--- src/rtl/sram_arbiter.sv ---
// Two-requester round-robin arbiter that sequences single reads/writes into a
// 128 x 8 SRAM register file and returns read data with a one-cycle ack.
module sram_arbiter #(
  parameter int unsigned ADDR_W = 7,
  parameter int unsigned DATA_W = 8
) (
  input  logic              clk,
  input  logic              reset,
  input  logic              a_req,
  input  logic              a_we,
  input  logic [ADDR_W-1:0] a_addr,
  input  logic [DATA_W-1:0] a_wdata,
  output logic              a_ack,
  output logic [DATA_W-1:0] a_rdata,
  input  logic              b_req,
  input  logic              b_we,
  input  logic [ADDR_W-1:0] b_addr,
  input  logic [DATA_W-1:0] b_wdata,
  output logic              b_ack,
  output logic [DATA_W-1:0] b_rdata,
  output logic              busy,
  output logic [ADDR_W-1:0] mem_raddr,
  output logic [ADDR_W-1:0] mem_waddr,
  output logic [DATA_W-1:0] mem_wdata,
  output logic              mem_we,
  input  logic [DATA_W-1:0] mem_rdata
);

  typedef enum logic [1:0] {
    IDLE   = 2'd0,
    ACCESS = 2'd1,
    DONE   = 2'd2
  } state_t;

  state_t state;
  state_t state_nxt;
  logic   prefer_b;   // B wins a tie when set (A was served last)
  logic   owner_b;
  logic   owner_we;
  logic   grant_b_c;

  // Arbitration and next-state decode
  always_comb begin
    grant_b_c = b_req && (!a_req || prefer_b);
    state_nxt = state;
    case (state)
      IDLE:    if (a_req || b_req) state_nxt = ACCESS;
      ACCESS:  state_nxt = DONE;
      DONE:    state_nxt = IDLE;
      default: state_nxt = IDLE;
    endcase
  end

  // State register plus registered outputs; the mem_* command registers double
  // as the latched address/data so they only move on the edge into ACCESS.
  always_ff @(posedge clk or negedge reset) begin
    if (!reset) begin
      state     <= IDLE;
      prefer_b  <= 1'b0;
      owner_b   <= 1'b0;
      owner_we  <= 1'b0;
      a_ack     <= 1'b0;
      b_ack     <= 1'b0;
      a_rdata   <= '0;
      b_rdata   <= '0;
      busy      <= 1'b0;
      mem_raddr <= '0;
      mem_waddr <= '0;
      mem_wdata <= '0;
      mem_we    <= 1'b0;
    end else begin
      state <= state_nxt;
      case (state)
        IDLE: begin
          if (a_req || b_req) begin
            owner_b   <= grant_b_c;
            owner_we  <= grant_b_c ? b_we : a_we;
            mem_raddr <= grant_b_c ? b_addr : a_addr;
            mem_waddr <= grant_b_c ? b_addr : a_addr;
            mem_wdata <= grant_b_c ? b_wdata : a_wdata;
            mem_we    <= grant_b_c ? b_we : a_we;
            busy      <= 1'b1;
          end
        end
        ACCESS: begin
          mem_we <= 1'b0;
          if (!owner_we) begin
            if (owner_b) b_rdata <= mem_rdata;
            else         a_rdata <= mem_rdata;
          end
          if (owner_b) b_ack <= 1'b1;
          else         a_ack <= 1'b1;
        end
        DONE: begin
          a_ack    <= 1'b0;
          b_ack    <= 1'b0;
          busy     <= 1'b0;
          prefer_b <= !owner_b;
        end
        default: begin
          mem_we <= 1'b0;
          busy   <= 1'b0;
        end
      endcase
    end
  end

endmodule

--- config.mk ---
export PLATFORM = sky130hd
export DESIGN_NAME = sram_arbiter
export DESIGN_NICKNAME = d
export VERILOG_FILES = /design/src/rtl/sram_arbiter.sv
export SDC_FILE = /design/constraint.sdc
export NUM_CORES = 1
export LEC_CHECK = 0
export BUFFER_PORTS_ARGS = -buffer_cell sky130_fd_sc_hd__buf_2
export CAP_MARGIN = 20
export CORE_ASPECT_RATIO = 2
export CORE_MARGIN = 2
export CORE_UTILIZATION = 45
export DETAILED_ROUTE_END_ITERATION = 8
export PLACE_DENSITY = 0.79
export SYNTH_ARGS = -nofsm -noshare
export SYNTH_HDL_FRONTEND = slang
export SYNTH_SLANG_ARGS = --single-unit
--- constraint.sdc ---
create_clock -name clk -period 2 [get_ports clk]
set_clock_uncertainty 0.05 [all_clocks]
set_input_delay 0.4 -clock clk [delete_from_list [all_inputs] [get_ports clk]]
set_output_delay 0.4 -clock clk [all_outputs]
set_load 0.01 [all_outputs]
### Word level (Yosys, flattened, before mapping)

Cells that the tools add are included.

| word-level totals | value |
|---|---|
| register bits after elaboration | 40 |
| bits of input ports | 44 |
| output and inout bits | 42 |

| cells by class | value |
|---|---|
| equal/unequal tests | 5 |
| multiplexer cells | 13 |
| bitwise gates (word level) | 4 |
| reduce and logical (&&, ||, !) cells | 14 |

Operators with widths:

| kind | number |
|---|---|
| 2-bit AND reduction | 5 |
| 8-bit 2-to-1 mux | 1 |
| 1-bit case mux with 2 select lines | 4 |
| 7-bit 2-to-1 mux | 1 |
| 2-bit != test (second input constant) | 3 |
| 3-bit AND reduction | 2 |
| 1-bit 2-to-1 mux | 5 |
| 1-bit inverter | 4 |
| 2-bit case mux with 2 select lines | 1 |
| 2-bit by 1-bit == test with 1-bit output (second input constant) | 1 |
| 2-bit == test (second input constant) | 1 |
| 1-bit logical NOT | 2 |
| 2-bit logical NOT | 1 |
| 1-bit logical OR | 2 |
| 2-bit 2-to-1 mux | 1 |
| 2-bit nonzero test | 1 |
| 1-bit logical AND | 1 |

### Depth between registers and ports, before layout

Gate-level depths: netlist of the first run.

| logic depth | value |
|---|---|
| word-level depth | 6 |
| mapped depth | 6 |

### Worst setup path before layout of the first run

No wires, ideal clock.

| path | value |
|---|---|
| kind | reg-to-reg |
| from | reg state[0] |
| to | reg a_rdata[0] |
| library setup time | 0.125 ns |
| data arrival time | 1.298 ns |
| data required time | 1.825 ns |
| setup slack | 0.527 ns |
| stages on the path, launching flop included | 4 |
| path through | dfrtp_1 -> inv_2 -> nor4_4 -> mux2_2 |

| between the ends | value |
|---|---|
| word-level cells in the longest chain between the ends | 2 |

Ends and longest elaborated chain:

| item | RTL line | RTL |
|---|---|---|
| start, declared | 35 | `state_t state;` |
| start signal, assigned | 72 | `state <= state_nxt;` |
| 2-bit by 1-bit == test with 1-bit output | 73 | `case (state)` |
| 3-bit AND reduction (no source line) | n/a |  |
| end signal, assigned | 89 | `else a_rdata <= mem_rdata;` |
| end, declared | 14 | `output logic [DATA_W-1:0] a_rdata,` |

Every way passes these cells.
A chain may end at the register's enable or synchronous reset.

### Final worst setup path of the first run

| path | value |
|---|---|
| from | reg state[0] |
| to | reg a_rdata[1] |

Same word-level chain as after synthesis.

==> results.md, run 1 <==
- Hold WC Path Type: primary input to async pin
- Clk network pwr share: between 10% and 20%
- First-pass GRT wire length: between 7000 and 8000 um
- PwrDens: about 1600 nW/um^2
- Worst skew pair latency: ~0.3 ns
- DIE AREA: around 4500 sq um
- Initial antenna violation count: 0
- # rows: 32
- Syn_nets: slightly above 200
- CTS Buf Count: 5
- CP top delay family: simple AND/OR/NAND/NOR gates
- Design area: about 2300 sq um
- Final nets: 285
- Worst slew pin tran: approximately 0.70 ns
- Hold Fails Final Rpt: 0
- Crit Path Max Fanout: 8
- RSZ-0062 raised after global routing: false
- Total GRT Usage: 21.2%
- CP Capture Type: flop
- Startpoint types: flop
- Sink Count: 40
- Synthesized cell area: ~1800 sq um
- Initial core utilization: between 40% and 50%
- Ys Warns: 0
- DR iter-0 viols: 42
- Postcts setup bufs: 0
- Final wirelength: between 4000 and 5000 um
- Slew HR: a little over half
- Comb pwr share: approximately two fifths
- Post-synthesis sequential area ratio: 55.9%
- Status: complete, no violations
- Reg2Reg Depth: 3
- WHS: roughly 0.10 ns
- Slowest stage delay, CP: ~0.54 ns
- Clock-pin slew on the worst setup and hold paths: around 0.080 ns
- Arrival time worst endpoint: between 1.5 and 2 ns
- Share of cells above drive strength 1: around 50%
- Ant diodes: 0
- Average wire per standard cell: about 15 um
- Minimum clock period: about 1.6 ns
- Drc violations: 0
- Final setup viols: 0
- Total Power: approximately 3.8 mW
- Fillers: 368
- Max-cap check violation count: 0
- Switch share: 38.1%
- Total congestion overflow: 0
- Sequential fraction of design power: approximately two fifths
- Area delta synth->final: 30.3%
- # IOs: 86
- Stages on worst setup path: 3
- Pin count of the biggest net entering global routing: between 40 and 50
- Post-synthesis cell type count: 29
- Pleak: ~1.1 nW
- Max-slew violations: 0
- Max Clk Rate: around 600 MHz
- Die Span X: 48.6 um
- # resized after CTS: 0
- Core Footprint: slightly below 4000 sq um
- Placed inst area: 2220 sq um
- HPWL after DPL: 3180 um
- WP buf/inv: 1
- Detailed-route via count: 1595
- WP data required: 2.14 ns
- Psw: 1.43 mW
- Multi-input logic area: roughly 670 sq um
- Die Y: roughly 93 um
- CTS tree: done
- Final RePlAce weighted congestion: 0.771
- Part of the cycle the worst path needs: 82.2%
- Routed vias/inst: roughly 5.4
- Clk root buf: clkbuf_8
- Peak VDD IR: between 0.001 and 0.0015 V
- CP Cell Sequence: inv_2 -> nor4_4 -> mux2_2
- First-pass iteration count of the detailed router: 4
- Mean post-synth cell area: about 11 sq um
- Crit-path slowest cell: nor4_4
- Htree depth: 2
- Seq. cell area: between 1000 and 1500 sq um
- Int Power: approximately 2.3 mW
- Post-DRT Antenna Nets: 0
- Flop and latch count out of synthesis: 40
- CP Class: flop to flop
- Bufs on Longest Clock Path: 2
- Vias in the first global route: 1614
- Cell count after synthesis: between 150 and 200
- Port buffer count: 85
- Hold Buf Count CTS: 0
- Final setup TNS: 0 ns
cell usage in the layout (no fill, tap or decap), types with 5 or more instances in the layout:
master	count
dfrtp_1	40
mux2_2	16
a21oi_1	17
clkbuf_8	5
buf_4	5
nand3_1	16
buf_2	85
a31oi_1	16
o21ai_0	17
cell type report:
type	count	area share [%]
Multi-Input combinational cell	100	28.9
Sequential cell	40	42.9
Clock inverter	3	1.99
Tap cell	51	2.74
Clock buffer	5	2.95
Inverter	4	0.644
Timing Repair Buffer	90	19.9
power groups by stage:
stage	Combinational (mW)	Clock [mW]	Sequential, mW
floorplan	0.877	0	1.66
global placement	1.57	0	1.51
detailed placement	1.61	0	1.52
CTS	1.61	0.692	1.51
global route	1.74	0.726	1.57
finish	1.58	0.673	1.51
synthesized netlist by cell type:
cell type   n  share of area [%]
a32o_1      1               0.56
o31ai_1     1               0.42
a21oi_1    17                4.8
nor2b_1     1               0.35
nand2b_1    1               0.35
and3b_1     1               0.49
clkbuf_1    5                1.0
buf_1       1               0.21
nand2_1     1               0.21
nand4_1     1               0.35
a22o_1      1               0.49
a31oi_1    16                5.6
o211ai_1    2               0.84
o21ai_0    17                4.8
nand3_1    16                4.5
a21o_1      1               0.42
or2_2       1               0.35
o2bb2ai_1   1               0.49
inv_1       2               0.42
nor2b_2     1               0.49
inv_2       2               0.42
dfrtp_1    40                 56
nor4_4      1                1.2
o21bai_1    1               0.42
mux2_2     16                 10
buf_2       5                1.4
nor2_2      1               0.35
buf_4       7                2.9
nor2_1      1               0.21
worst paths after layout:
path | startpoint | to | slack, ns
max | state[0] | a_rdata[1] | 0.36
min | reset | busy | 0.10
max reg2reg | state[0] | a_rdata[1] | 0.36
min reg2reg | busy | busy | 0.46
max in group asynchronous | reset | mem_wdata[5] | 1.45
min in group clk | mem_rdata[3] | a_rdata[3] | 0.29
worst register-to-register path: cells and delay by family (launching register included):
family / cells / cell delay (ns)
buffers and inverters: 1 / 0.09
DFF: 1 / 0.46
muxes: 1 / 0.40
and+or+nand+nor: 1 / 0.54
per-stage QoR:
stage,instances,utilization [%],setup WS (ns)
after floorplan,162,-,0.527
after global placement,285,57.6,0.412
after detailed placement,285,57.6,0.346
after CTS,293,60.6,0.341
after global routing,293,60.6,0.231
final,293,60.6,0.357
registers in the layout, indices dropped and copies added (netlist names), 2 cells and up:
register / cells
b_rdata: 8
state: 2
mem_waddr: 7
a_rdata: 8
mem_wdata: 8
metal layers:
| metal | part of all wire [%] | vias up | global-route usage (%) |
|---|---|---|---|
| met2 | 57 | 61 | 39.2 |
| met4 | 3.0 | 0 | 12.9 |
| li1 | - | 745 | - |
| met1 | 36 | 778 | 22.1 |
| met5 | 0 | - | 0 |
| met3 | 3.8 | 11 | 3.04 |
cells by family (layout without fill, tap and decap cells):
kind of cell           after synthesis  in the layout  synth area share (%)
AO/OA/AOI/OAI                       58             58                  18.7
buffers and inverters               22            102                  6.43
AND/OR/NAND/NOR                     26             26                  8.81
flip-flops                          40             40                  55.9
multiplexers                        16             16                  10.1
No activity file was read; power rests on OpenSTA's default activity.
==> inputs of run 2 (changes only) <==
--- a/config.mk
+++ b/config.mk
@@ -9,9 +9,9 @@
 export CAP_MARGIN = 20
 export CORE_ASPECT_RATIO = 2
 export CORE_MARGIN = 2
-export CORE_UTILIZATION = 45
+export CORE_UTILIZATION = 41
 export DETAILED_ROUTE_END_ITERATION = 8
-export PLACE_DENSITY = 0.79
+export PLACE_DENSITY = 0.76
 export SYNTH_ARGS = -nofsm -noshare
 export SYNTH_HDL_FRONTEND = slang
 export SYNTH_SLANG_ARGS = --single-unit
==> constraint.sdc (replaced) <==
create_clock -name clk -period 1.35 [get_ports clk]
set_clock_uncertainty 0.05 [all_clocks]
set_input_delay 0.27 -clock clk [delete_from_list [all_inputs] [get_ports clk]]
set_output_delay 0.27 -clock clk [all_outputs]
set_load 0.01 [all_outputs]
==> run 2 against run 1 <==
- design area grew 11%
- die area is 9.1% higher
- the run now ends with setup timing left
- register-to-register slack got worse by 0.39 ns
- core utilization increased by 0.30 points
- via count rose by 3.7%
- sequential power rose by 48%
- total power increased by 67%
- worst setup slack worse by 0.39 ns
- critical path depth increased by 1
==> results.md, run 2 (synthesis gave the netlist of run 1 again) <==
- Worst hold start: mem_rdata[7]
- Crit Path Max Fanout: 8 (unchanged)
- Initial core utilization: 42.1% (was 46.5%)
- RSZ-0062 raised after global routing: true (was false)
- Die Y: 97.4 um (was 93.2 um)
- Clk root buf: clkbuf_8 (unchanged)
- Sequential fraction of design power: 35.5% (was 40.1%)
- Final nets: 301 (was 285)
- Bufs on Longest Clock Path: 2 (unchanged)
- Comb pwr share: 46.4% (was 42.0%)
- R2r setup slk: -0.04 ns (was 0.36 ns)
- R2r endpoint: b_rdata[0] (was a_rdata[1])
- WP buf/inv: 1 (unchanged)
- CP Class: flop to flop (unchanged)
- # rows: 34 (was 32)
- First-pass GRT wire length: 7530 um (was 7330 um)
- Port buffer count: 85 (unchanged)
- # IOs: 86 (unchanged)
- Total Power: 6.27 mW (was 3.76 mW)
- Total GRT Usage: 19.5% (was 21.2%)
- Leading cell type in the layout, fill and taps excluded: buf_2 (unchanged)
- Dpl cells: 300 (was 285)
- Share of cells above drive strength 1: 54.1% (was 49.6%)
- Vias in the first global route: 1602 (was 1614)
- Drc violations: 0 (unchanged)
- Post-DRT Antenna Nets: 0 (unchanged)
- Sink Count: 40 (unchanged)
- Placed inst area: 2340 sq um (was 2220 sq um)
- Dpl ws: -0.0939 ns (was 0.346 ns)
- Met3 layer usage reported by global route: 4.92% (was 3.04%)
- Die Span X: 50.7 um (was 48.6 um)
- Detailed-route via count: 1654 (was 1595)
- GR peak layer: met2 (unchanged)
- Met2 Usage GRT: 31.2% (was 39.2%)
- CP Capture Type: flop (unchanged)
- Clock-pin slew on the worst setup and hold paths: 0.08 ns (about the same)
- Stages on worst setup path: 4 (was 3)
- Worst skew pair latency: 0.29 ns (was 0.30 ns)
- Biggest regs: a_rdata: 8 flops, b_rdata: 8 flops, mem_wdata: 8 flops (unchanged)
- Reg2Reg Depth: 4 (was 3)
- Final wirelength: 4660 um (was 4370 um)
- CTS Buf Count: 5 (unchanged)
- Average wire per standard cell: 15.0 um (was 14.9 um)
- CP Cell Sequence: nor2b_4 -> and3b_2 -> buf_12 -> mux2_4 (was inv_2 -> nor4_4 -> mux2_2)
- Worst slew pin tran: 0.304 ns (was 0.702 ns)
- Final Non-Filler Cells: 311 (was 293)
- Int Power: 4.03 mW (was 2.33 mW)
- Core Footprint: 4250 sq um (was 3840 sq um)
- WP data required: 1.48 ns (was 2.14 ns)
- Ant diodes: 0 (unchanged)
- Minimum clock period: 1.39 ns (was 1.64 ns)
- Routed vias/inst: 5.32 (was 5.44)
- Status: finished with violations (was complete, no violations)
- Pin count of the biggest net entering global routing: 41 (unchanged)
- Initial antenna violation count: 0 (unchanged)
- Startpoint types: flop (unchanged)
- CP startpoint: state[1] (was state[0])
- Worst r2r src: state[1] (was state[0])
- Design area: 2590 sq um (was 2330 sq um)
- Area delta synth->final: 44.9% (was 30.3%)
- Slowest stage delay, CP: 0.45 ns (was 0.54 ns)
- DIE AREA: 4940 sq um (was 4530 sq um)
- Psw: 2.24 mW (was 1.43 mW)
- Setup WS post-layout: -0.0358 ns (was 0.357 ns)
- Most frequent cells in the layout: buf_2 (85), dfrtp_1 (38), a21oi_1 (17), o21ai_0 (17) (was buf_2 (85), dfrtp_1 (40), a21oi_1 (17), o21ai_0 (17))
- GRT met1 Usage: 25.5% (was 22.1%)
- Violated checks: setup timing
- CTS tree: done (unchanged)
- Part of the cycle the worst path needs: 103% (was 82.2%)
- Max-cap check violation count: 0 (unchanged)
- Htree depth: 2 (unchanged)
- Arrival time worst endpoint: 1.51 ns (was 1.78 ns)
- Worst Setup EP: b_rdata[0] (was a_rdata[1])
- First-pass iteration count of the detailed router: 4 (unchanged)
- DR iter-0 viols: 33 (was 42)
- Total congestion overflow: 0 (unchanged)
- Crit-path slowest cell: dfrtp_2 (was nor4_4)
- Slew HR: 79.5% (was 53.2%)
- Final RePlAce weighted congestion: 0.816 (was 0.771)
- HPWL after DPL: 3230 um (was 3180 um)
- Hold WC Path Type: primary input to flop (was primary input to async pin)
- Post-Route Utilization: 60.9% (was 60.6%)
- Switch share: 35.7% (was 38.1%)
- Max-slew violations: 0 (unchanged)
- Clk network pwr share: 18.1% (was 17.9%)
- Pleak: 1.25 nW (was 1.10 nW)
- CP top delay family: flip-flops (was simple AND/OR/NAND/NOR gates)
- Peak VDD IR: 0.00159 V (was 0.00105 V)
- Final setup viols: 16 (was 0)
- PwrDens: 2420 nW/um^2 (was 1610 nW/um^2)
- Final setup TNS: -0.390 ns (was 0 ns)
- Hold Fails Final Rpt: 0 (unchanged)
- WHS: 0.179 ns (was 0.101 ns)
- Max Clk Rate: 722 MHz (was 608 MHz)
run 2: layout make-up:
type | count | area [sq um]
clock buffer | 5 | 68.8
clock inverter | 2 | 60.1
fill | 380 | 1660
inverter | 4 | 20.0
multi-input combinational | 100 | 754
sequential | 40 | 1000
tap | 54 | 67.6
timing repair buffer | 106 | 618
run 2: worst min-delay path by stage:
stage / slack [ns] / end / depth (start not counted)
after global routing: 0.17 / a_rdata[3] / 2
final: 0.18 / b_rdata[7] / 2
after CTS: 0.16 / a_rdata[0] / 2
after floorplan: -0.08 / a_ack / 0
after detailed placement: 0.21 / busy / 2
after global placement: 0.21 / busy / 2
run 2: what timing repair did:
item / 4_1_cts / 5_1_grt
gates cloned: 0 / 0
endpoints found under the setup margin: 29 / 29
pin swaps: 0 / 2
hold endpoints to repair: 40 / 0
hold buffers: 1 / 0
buffers inserted: 2 / 2
gates resized for setup: 12 / 13
run 2: power by group through the flow:
stage	Sequential [mW]	Combinational, mW	Clock (mW)
after floorplan	2.47	1.31	0
after global placement	2.20	2.53	0
after detailed placement	2.22	2.60	0
after CTS	2.21	2.77	1.16
after global routing	2.30	3.15	1.20
final	2.23	2.91	1.13
run 2: layer usage:
metal / part of all wire, % / vias up
met1: 41 / 784
met5: 0 / -
li1: - / 777
met2: 49 / 89
met4: 1.0 / 0
met3: 9.0 / 4
